[src/rtl/g_lane_judge.sv]
// g_lane_judge
// Judges key presses against falling blocks in a single rhythm-game lane.
// The lane's block generator reports the current block height every beat;
// this block watches for a new block appearing (spawn), the block reaching
// the bottom, and key presses. It decides hit / perfect / miss and keeps
// score and combo statistics.
//
// Ports
//   clk              beat-rate clock shared with the lane's block generator
//   rst              synchronous active-high reset
//   restart          synchronous active-high game restart (same effect as rst)
//   stop_or_endgame  freezes all judgement while high
//   block_h[9:0]     current block height
//   key_in           debounced key level, 1 = pressed
//   hit              one-cycle pulse on a hit
//   perfect          one-cycle pulse alongside hit when inside the perfect band
//   miss             one-cycle pulse on a miss
//   score[9:0]       accumulated score, saturates at 999
//   combo[6:0]       current run of consecutive hits, saturates at 99
//   max_combo[6:0]   best combo since the last reset or restart
//   state[1:0]       FSM state: IDLE=0, FALLING=1, JUDGED=2

module g_lane_judge #(
   parameter int H_IDLE  = 720,
   parameter int H_SPAWN = 120,
   parameter int WIN_LO  = 560,
   parameter int WIN_HI  = 660,
   parameter int PERF_LO = 600,
   parameter int PERF_HI = 620
) (
   input  logic       clk,
   input  logic       rst,
   input  logic       restart,
   input  logic       stop_or_endgame,
   input  logic [9:0] block_h,
   input  logic       key_in,
   output logic       hit,
   output logic       perfect,
   output logic       miss,
   output logic [9:0] score,
   output logic [6:0] combo,
   output logic [6:0] max_combo,
   output logic [1:0] state
);

   typedef enum logic [1:0] {
      ST_IDLE    = 2'd0,
      ST_FALLING = 2'd1,
      ST_JUDGED  = 2'd2,
      ST_UNUSED  = 2'd3
   } state_t;

   localparam logic [9:0] H_IDLE_V  = 10'(H_IDLE);
   localparam logic [9:0] H_SPAWN_V = 10'(H_SPAWN);
   localparam logic [9:0] WIN_LO_V  = 10'(WIN_LO);
   localparam logic [9:0] WIN_HI_V  = 10'(WIN_HI);
   localparam logic [9:0] PERF_LO_V = 10'(PERF_LO);
   localparam logic [9:0] PERF_HI_V = 10'(PERF_HI);

   state_t     state_q, state_d;
   logic [9:0] score_q, score_d;
   logic [6:0] combo_q, combo_d;
   logic [6:0] max_combo_q, max_combo_d;
   logic       hit_q, hit_d;
   logic       perfect_q, perfect_d;
   logic       miss_q, miss_d;
   logic       key_q;
   logic [9:0] prev_h_q;

   logic       key_edge;
   logic       spawn;
   logic       bottom;
   logic       in_win;
   logic       in_perf;
   logic [10:0] score_sum;

   // Event decoding from the live inputs and the previous-cycle samples.
   // spawn needs the previous height so a block parked at H_SPAWN for several
   // beats only counts once.
   always_comb begin
      key_edge = key_in & ~key_q;
      spawn    = (block_h == H_SPAWN_V) && (prev_h_q != H_SPAWN_V);
      bottom   = (block_h == H_IDLE_V);
      in_win   = (block_h >= WIN_LO_V) && (block_h <= WIN_HI_V);
      in_perf  = (block_h >= PERF_LO_V) && (block_h <= PERF_HI_V);
   end

   // Next-state and judgement logic. Spawn beats a key press beats reaching
   // the bottom, so at most one pulse is produced per beat. While frozen
   // everything holds and no pulse is produced.
   always_comb begin
      state_d   = state_q;
      hit_d     = 1'b0;
      perfect_d = 1'b0;
      miss_d    = 1'b0;
      if (!stop_or_endgame) begin
         case (state_q)
            ST_IDLE: begin
               if (spawn) state_d = ST_FALLING;
            end
            ST_FALLING: begin
               if (spawn) begin
                  miss_d = 1'b1;
               end else if (key_edge) begin
                  state_d = ST_JUDGED;
                  if (in_win) begin
                     hit_d     = 1'b1;
                     perfect_d = in_perf;
                  end else begin
                     miss_d = 1'b1;
                  end
               end else if (bottom) begin
                  miss_d  = 1'b1;
                  state_d = ST_IDLE;
               end
            end
            ST_JUDGED: begin
               if (spawn) state_d = ST_FALLING;
               else if (bottom) state_d = ST_IDLE;
            end
            default: state_d = ST_IDLE;
         endcase
      end
   end

   // Score and combo bookkeeping driven by the pulses decided above. The
   // score sum is one bit wider so the saturation test cannot wrap.
   always_comb begin
      score_sum   = {1'b0, score_q} + (perfect_d ? 11'd2 : 11'd1);
      score_d     = score_q;
      combo_d     = combo_q;
      max_combo_d = max_combo_q;
      if (hit_d) begin
         score_d = (score_sum > 11'd999) ? 10'd999 : score_sum[9:0];
         combo_d = (combo_q < 7'd99) ? combo_q + 7'd1 : 7'd99;
      end else if (miss_d) begin
         combo_d = 7'd0;
      end
      if (combo_d > max_combo_q) max_combo_d = combo_d;
   end

   // Register stage. key_q and prev_h_q keep sampling while frozen so that a
   // key pressed during a freeze is not seen as a fresh press afterwards.
   // key_q resets to 1 so a key held through reset is not a press.
   always_ff @(posedge clk) begin
      if (rst || restart) begin
         state_q     <= ST_IDLE;
         score_q     <= 10'd0;
         combo_q     <= 7'd0;
         max_combo_q <= 7'd0;
         hit_q       <= 1'b0;
         perfect_q   <= 1'b0;
         miss_q      <= 1'b0;
         key_q       <= 1'b1;
         prev_h_q    <= H_IDLE_V;
      end else begin
         state_q     <= state_d;
         score_q     <= score_d;
         combo_q     <= combo_d;
         max_combo_q <= max_combo_d;
         hit_q       <= hit_d;
         perfect_q   <= perfect_d;
         miss_q      <= miss_d;
         key_q       <= key_in;
         prev_h_q    <= block_h;
      end
   end

   assign hit       = hit_q;
   assign perfect   = perfect_q;
   assign miss      = miss_q;
   assign score     = score_q;
   assign combo     = combo_q;
   assign max_combo = max_combo_q;
   assign state     = state_q;

endmodule

[config.mk]
export PLATFORM = sky130hd
export DESIGN_NAME = g_lane_judge
export DESIGN_NICKNAME = d
export VERILOG_FILES = /design/src/rtl/g_lane_judge.sv
export SDC_FILE = /design/constraint.sdc
export NUM_CORES = 1
export LEC_CHECK = 0
export ABC_AREA = 1
export CORE_MARGIN = 5
export CORE_UTILIZATION = 40
export CTS_CLUSTER_DIAMETER = 60
export CTS_CLUSTER_SIZE = 25
export DETAILED_ROUTE_END_ITERATION = 7
export GPL_ROUTABILITY_DRIVEN = 0
export HOLD_SLACK_MARGIN = 0.1
export PLACE_DENSITY_LB_ADDON = 0.1
export SLEW_MARGIN = 15
export SYNTH_ARGS = -nofsm -noshare
export SYNTH_HDL_FRONTEND = slang
export SYNTH_SLANG_ARGS = --single-unit
[constraint.sdc]
create_clock -name clk -period 3.4 [get_ports clk]
set_clock_uncertainty 0.05 [all_clocks]
set_input_delay 0.68 -clock clk [delete_from_list [all_inputs] [get_ports clk]]
set_output_delay 0.68 -clock clk [all_outputs]
set_load 0.01 [all_outputs]
==> results.toml, run 1 <==
[final_layout]
final_cells = 496
nets = 447
syn2layout_area_growth_pct = 36.3
fillers = 597
final_core_util_pct = 55.1
drive_gt1_share_pct = 18.5
antenna_cells = 0

[global_route]
grt_usage_pct = 15.8
gr-total-overflow = 0
grt_max_degree = 25
grt_use_met2_pct = 24.0
use_met1_pct = 22.3
grt_util_met3_pct = 2.76
antenna_found_initial = 0
grt_pass1_wl_mm = 9.61
top_usage_layer = "met2"
grt_pass1_vias = 2090

[sta]
slew_headroom_pct = 48.1
finalCriticalPeriod_ns = 3.21
finalSetupViolations = 0
final_max_slew_viol_count = 0
clock.fmax_mhz = 311
hold_viol = 0
layout_setup_ws_ns = 0.187
worst_slew_pin_slew_ns = 0.777
fin_crit_sh_pct = 94.5
finalSetupTns_ns = 0

[yosys]
yosysUniqueCellTypes = 34
synth.largest_area_cell = "dfxtp_1"
synth.avg_cell_area_um2 = 6.82
seq_area_frac_synth_pct = 34.0
synth_top_cells_by_area = "dfxtp_1 (34%), nand2_1 (12%), inv_1 (7.7%)"
syn-num-nets = 371
yosysWarnings = 0
netlist_instances = 345
netlist_area_um2 = 2350
ys_seq_elements = 40
yosysTopAreaCellShare_pct = 34.0

[worst_setup_path]
worst_path_most_repeated_cell = "nor2_1"
startpoint_type = "primary input"
critPathTopFamily = "simple AND/OR/NAND/NOR gates"
worstPathCellList = "clkdlybuf4s50_1 > nand2_1 > nor2_4 > nand4_2 > nand2_2 > nand3_4 > nor2_2 > inv_1 > ha_1 > fa_2 > nand3_2 > xnor2_1 > nor2_1 > nor2_1 > nand4_1 > nand3_1 > a21oi_1"
r2r-start = "state[0]$_SDFFE_PP0P_"
cp-startpoint = "block_h[7]"
cp-end-kind = "flip-flop"
rr_endpoint = "score[4]$_SDFFE_PP0P_"
worstPathMaxFanout = 5
slowest_delay_ns = 0.53
worstPathRequired_ns = 3.53
worst-path-buf-inv = 2
regToRegSetupSlack_ns = 0.75
reg2reg_depth = 16
crit_slowest_cell = "clkdlybuf4s50_1"
path_class = "in2reg"
cp.arrival_ns = 3.35

[clock_network]
clock_latency_ns = 0.29
cts.clk_slew.worst_paths_ns = 0.08
htreeDepth = 2
cts.sinks = 40
root_buffer = "clkbuf_8"
holdBufCountCts = 0
cts_buffers = 5
cts.path.max_buffers = 2
cts_tree = "yes"

[floorplanning]
die_w_um = 86.7
core_um2 = 5820
die_area_um2 = 7510
io_pins = 44
initial_core_util_pct = 40.4
die_h_um = 86.7
core.rowCount = 28

[placement]
pre_cts_ws_ns = -0.245
port_buffers = 43
placedCellCount = 487
dp_hpwl_mm = 4.33

[power_and_ir_drop]
peakVddDrop_uv = 218
switching_power_mw = 0.310
p_int_mw = 0.778
total_power_mw = 1.09
swShare_pct = 28.5
power_density_nw_per_um2 = 339
power_frac_comb_pct = 22.6
pwr-share-clk_pct = 31.8
power.share.sequential_pct = 45.6
p_leak_nw = 1.56

[route]
vias = 2292
drtIter0Drc = 113
first_pass_iters = 4
final_antenna_net_count = 0
wirelength_mm = 5.66
drc = 0
avgRoutedWirePerCell_um = 11.4
viasPerCell = 4.62

[min_path]
hp-class = "reg2reg"
min_from = "score[0]$_SDFFE_PP0P_"
worstHoldEndpoint = "score[0]$_SDFFE_PP0P_"
hold_depth = 2

[run]
max_cap_violations = 0

[outcome]
status = "completed"
[sequential cells by signal, summed over array words and instances (netlist names)]
name / flops
perfect: 1
miss: 1
key_q: 1
hit: 1
combo: 7
prev_h_q: 10
score: 10
max_combo: 7
state: 2
[layout by cell type, fill, tap and decap left out, drive strengths merged, types with 3 or more instances in the layout]
cell,netlist,layout
xnor2,3,3
nand3,23,23
inv,55,55
o21ai,23,23
a21oi,24,24
ha,10,10
nand4,9,9
nor2,49,49
clkbuf,3,7
nand2,85,85
dfxtp,40,40
buf,5,34
dlymetal6s2s,0,3
nor3,9,9
clkdlybuf4s50,0,40
[logic make-up (layout without fill, tap and decap cells)]
group,after synthesis,in the layout,synth area share [%]
AO/OA/AOI/OAI,52,52,12.2
AND/OR/NAND/NOR,175,175,34.9
XOR/XNOR,4,4,1.49
flip-flops,40,40,34.0
adder cells (fa/ha/maj),11,11,6.17
buffers and inverters,63,139,11.2
[layout make-up]
class,count,area [µm²],share of cell area [%]
flip-flops and latches,40,801,25.0
well taps,75,93.8,2.93
repair buffers,77,693,21.6
multi-input cells,242,1310,40.9
clock buffers,7,96.3,3.01
inverters,55,209,6.52
[routing by layer]
metal	wire length [µm]	share of wire [%]
met1	2980	53
met2	2430	43
met3	222	3.9
met4	29	0.51
met5	0	0
[per-stage QoR]
step                hold WS [ns]  cell area, µm²
finish                     0.503            3210
global placement           0.494            3060
global route               0.535            3210
CTS                        0.502            3160
detailed placement         0.484            3060
floorplan                  0.500            2350
[power by group through the flow]
stage	clock (mW)	sequential, mW	combinational (mW)
4_1_cts	0.364	0.496	0.240
5_1_grt	0.382	0.498	0.275
2_1_floorplan	0	0.512	0.136
3_3_place_gp	0	0.507	0.237
3_5_place_dp	0	0.507	0.238
6_report	0.346	0.496	0.246
[synth_stat cells, drive strengths merged]
| master | count |
|---|---|
| nand2 | 85 |
| inv | 55 |
| nor2 | 49 |
| dfxtp | 40 |
| a21oi | 24 |
| nand3 | 23 |
| o21ai | 23 |
| ha | 10 |
| nand4 | 9 |
| nor3 | 9 |
| buf | 5 |
| clkbuf | 3 |
| xnor2 | 3 |
| a22oi | 1 |
| a41o | 1 |
| fa | 1 |
| o21a | 1 |
| o21bai | 1 |
| o31ai | 1 |
| xor2 | 1 |
[timing repair]
action	4_1_cts	5_1_grt
endpoints found under the setup margin	0	15
gates resized for setup	0	11
buffers inserted	0	2
[worst register-to-register path: stages (launching register included)]
cell and delay [ns]:
dfxtp_1 0.41, inv_2 0.07, nor2_2 0.10, inv_1 0.08, nor2_4 0.12, nand3_4 0.08
nor2_2 0.13, inv_1 0.05, ha_1 0.20, fa_2 0.36, nand3_2 0.10, xnor2_1 0.14
nor2_1 0.07, nor2_1 0.12, nand4_1 0.24, nand3_1 0.17, a21oi_1 0.06
[worst max-delay path by stage]
stage / end / slack, ns / cells after the start
after floorplan: score[3]$_SDFFE_PP0P_ / 0.36 / 18
after global placement: score[3]$_SDFFE_PP0P_ / -0.26 / 16
after detailed placement: score[4]$_SDFFE_PP0P_ / -0.24 / 15
after CTS: score[4]$_SDFFE_PP0P_ / 0.07 / 15
after global routing: score[4]$_SDFFE_PP0P_ / -0.003 / 16
final: score[4]$_SDFFE_PP0P_ / 0.19 / 17
(Power assumes the default switching activity.)
==> run 2: changes to the inputs <==
Clock period 3.4 ns to 3.7 ns, I/O delays scaled along.
==> run 2 against run 1 <==
Die area did not move. Sequential share of layout area is 1.9 points higher. Non-clock buffer count down 26. Worst hold slack got worse by 0.00074 ns. First-iteration DRC count shrank 38%. Clock power decreased by 11%. Cell count decreased by 5.0%. Largest power group unchanged.
==> results.toml, run 2 (synthesis results as in run 1) <==
[clock_network]
holdBufCountCts = 0
ctsResizeCount = 0
cts_tree = "yes"
cts.path.max_buffers = 2
root_buffer = "clkbuf_8"
cts.sinks = 40
cts.clk_slew.worst_paths_ns = 0.08
clock_latency_ns = 0.29
post_cts_buffers = 0
htreeDepth = 2
cts_buffers = 5

[floorplanning]
initial_core_util_pct = 40.4
core.rowCount = 28
die_area_um2 = 7510
core_um2 = 5820
die_w_um = 86.7
io_pins = 44
die_h_um = 86.7

[power_and_ir_drop]
total_power_mw = 0.971
peakVddDrop_uv = 176
p_leak_nw = 1.40
power_density_nw_per_um2 = 326

[worst_setup_path]
worstPathRequired_ns = 3.84
slowest_delay_ns = 0.54
crit_slowest_cell = "clkdlybuf4s50_1"
worst-path-buf-inv = 5
worstPathCellList = "clkdlybuf4s50_1 > inv_2 > nor2_4 > nand3_1 > nor2_2 > nor2_1 > nand2_1 > nand2_1 > nand2_1 > nand2_2 > ha_1 > nand2_1 > inv_1 > nand4_1 > nor2_1 > a21oi_2 > inv_1 > a21oi_1 > o21ai_1 > inv_1"
startpoint_type = "primary input"
cp-end-kind = "flip-flop"
path_class = "in2reg"
worst_path_most_repeated_cell = "nand2_1"
cp.arrival_ns = 3.48
critPathTopFamily = "simple AND/OR/NAND/NOR gates"
worstPathMaxFanout = 11

[final_layout]
nets = 421
antenna_cells = 0
final_common_cell = "nand2_1"
final_core_util_pct = 51.2
syn2layout_area_growth_pct = 26.5
final_cell_mix = "nand2_1 (73), inv_1 (48), clkdlybuf4s50_1 (43)"
drive_gt1_share_pct = 11.6

[sta]
finalSetupViolations = 0
fin_crit_sh_pct = 90.4
finalCriticalPeriod_ns = 3.35
worst_slew_pin_slew_ns = 0.837
hold_viol = 0
final_max_slew_viol_count = 0
clock.fmax_mhz = 299
finalSetupTns_ns = 0
rsz0062_at_grt = "no"
slew_headroom_pct = 44.1

[global_route]
grt_pass1_wl_mm = 9.54
grt_pass1_vias = 2103
grt_max_degree = 25
antenna_found_initial = 0
gr-total-overflow = 0
grt_usage_pct = 15.8

[placement]
port_buffers = 43
dp_hpwl_mm = 4.19

[route]
drtIter0Drc = 70
viasPerCell = 4.66
vias = 2195
first_pass_iters = 4
drc = 0
wirelength_mm = 5.42
avgRoutedWirePerCell_um = 11.5
final_antenna_net_count = 0

[min_path]
hp-class = "reg2reg"

[run]
max_cap_violations = 0

[outcome]
status = "completed"
-- run 2: changes by cell type in the layout (fill, tap and decap cells not counted), moves of 2 or more --
cell             delta
buf_4              -26
clkdlybuf4s50_1     +3
dlymetal6s2s_1      -3
nand3_1             +2
nand3_2             -2
-- run 2: path summary, 6_finish.rpt --
path | startpoint | end | slack [ns] | cells after the start
setup / recovery | block_h[4] | max_combo[4]$_SDFFE_PP0N_ | 0.35 | 20
hold / removal | combo[3]$_SDFF_PP0_ | combo[3]$_SDFF_PP0_ | 0.50 | 2
setup reg to reg | state[0]$_SDFFE_PP0P_ | score[3]$_SDFFE_PP0P_ | 1.03 | 16
hold reg to reg | combo[3]$_SDFF_PP0_ | combo[3]$_SDFF_PP0_ | 0.50 | 2
-- run 2: where the power goes --
part	internal (mW)	switching (mW)
logic	0.0906	0.118
registers	0.448	0.00758
clock network	0.152	0.156
total	0.690	0.281
-- run 2: final cells by class --
cell class	instances	area [µm²]
clock buffers	7	86.3
clock inverters	1	7.51
fillers	568	2840
inverters	55	209
multi-input cells	242	1290
flip-flops and latches	40	801
well taps	75	93.8
repair buffers	51	490
-- run 2: per-layer routing --
| metal | track usage, % | wire [µm] | vias to the layer above |
|---|---|---|---|
| met5 | 0 | 0 | - |
| met4 | 5.10 | 72 | 0 |
| met3 | 3.42 | 235 | 7 |
| met2 | 24.3 | 2360 | 38 |
| met1 | 21.9 | 2760 | 953 |
| li1 | - | - | 1197 |
-- run 2: tightest hold or removal path, cell delays in order, from the launching register on --
cell,delay (ns)
dfxtp_1,0.34
nand2_1,0.10
a21oi_1,0.07
-- run 2: through the flow --
stage                     std cells  cell area (µm²)  hold WS, ns  setup WS (ns)
after CTS                       471             2980        0.506          0.384
after global placement          463             2880        0.486         0.0811
after floorplan                 345             2350        0.500          0.603
after global routing            471             2980        0.542        0.00407
after detailed placement        463             2880        0.492         0.0682
final                           471             2980        0.502          0.354
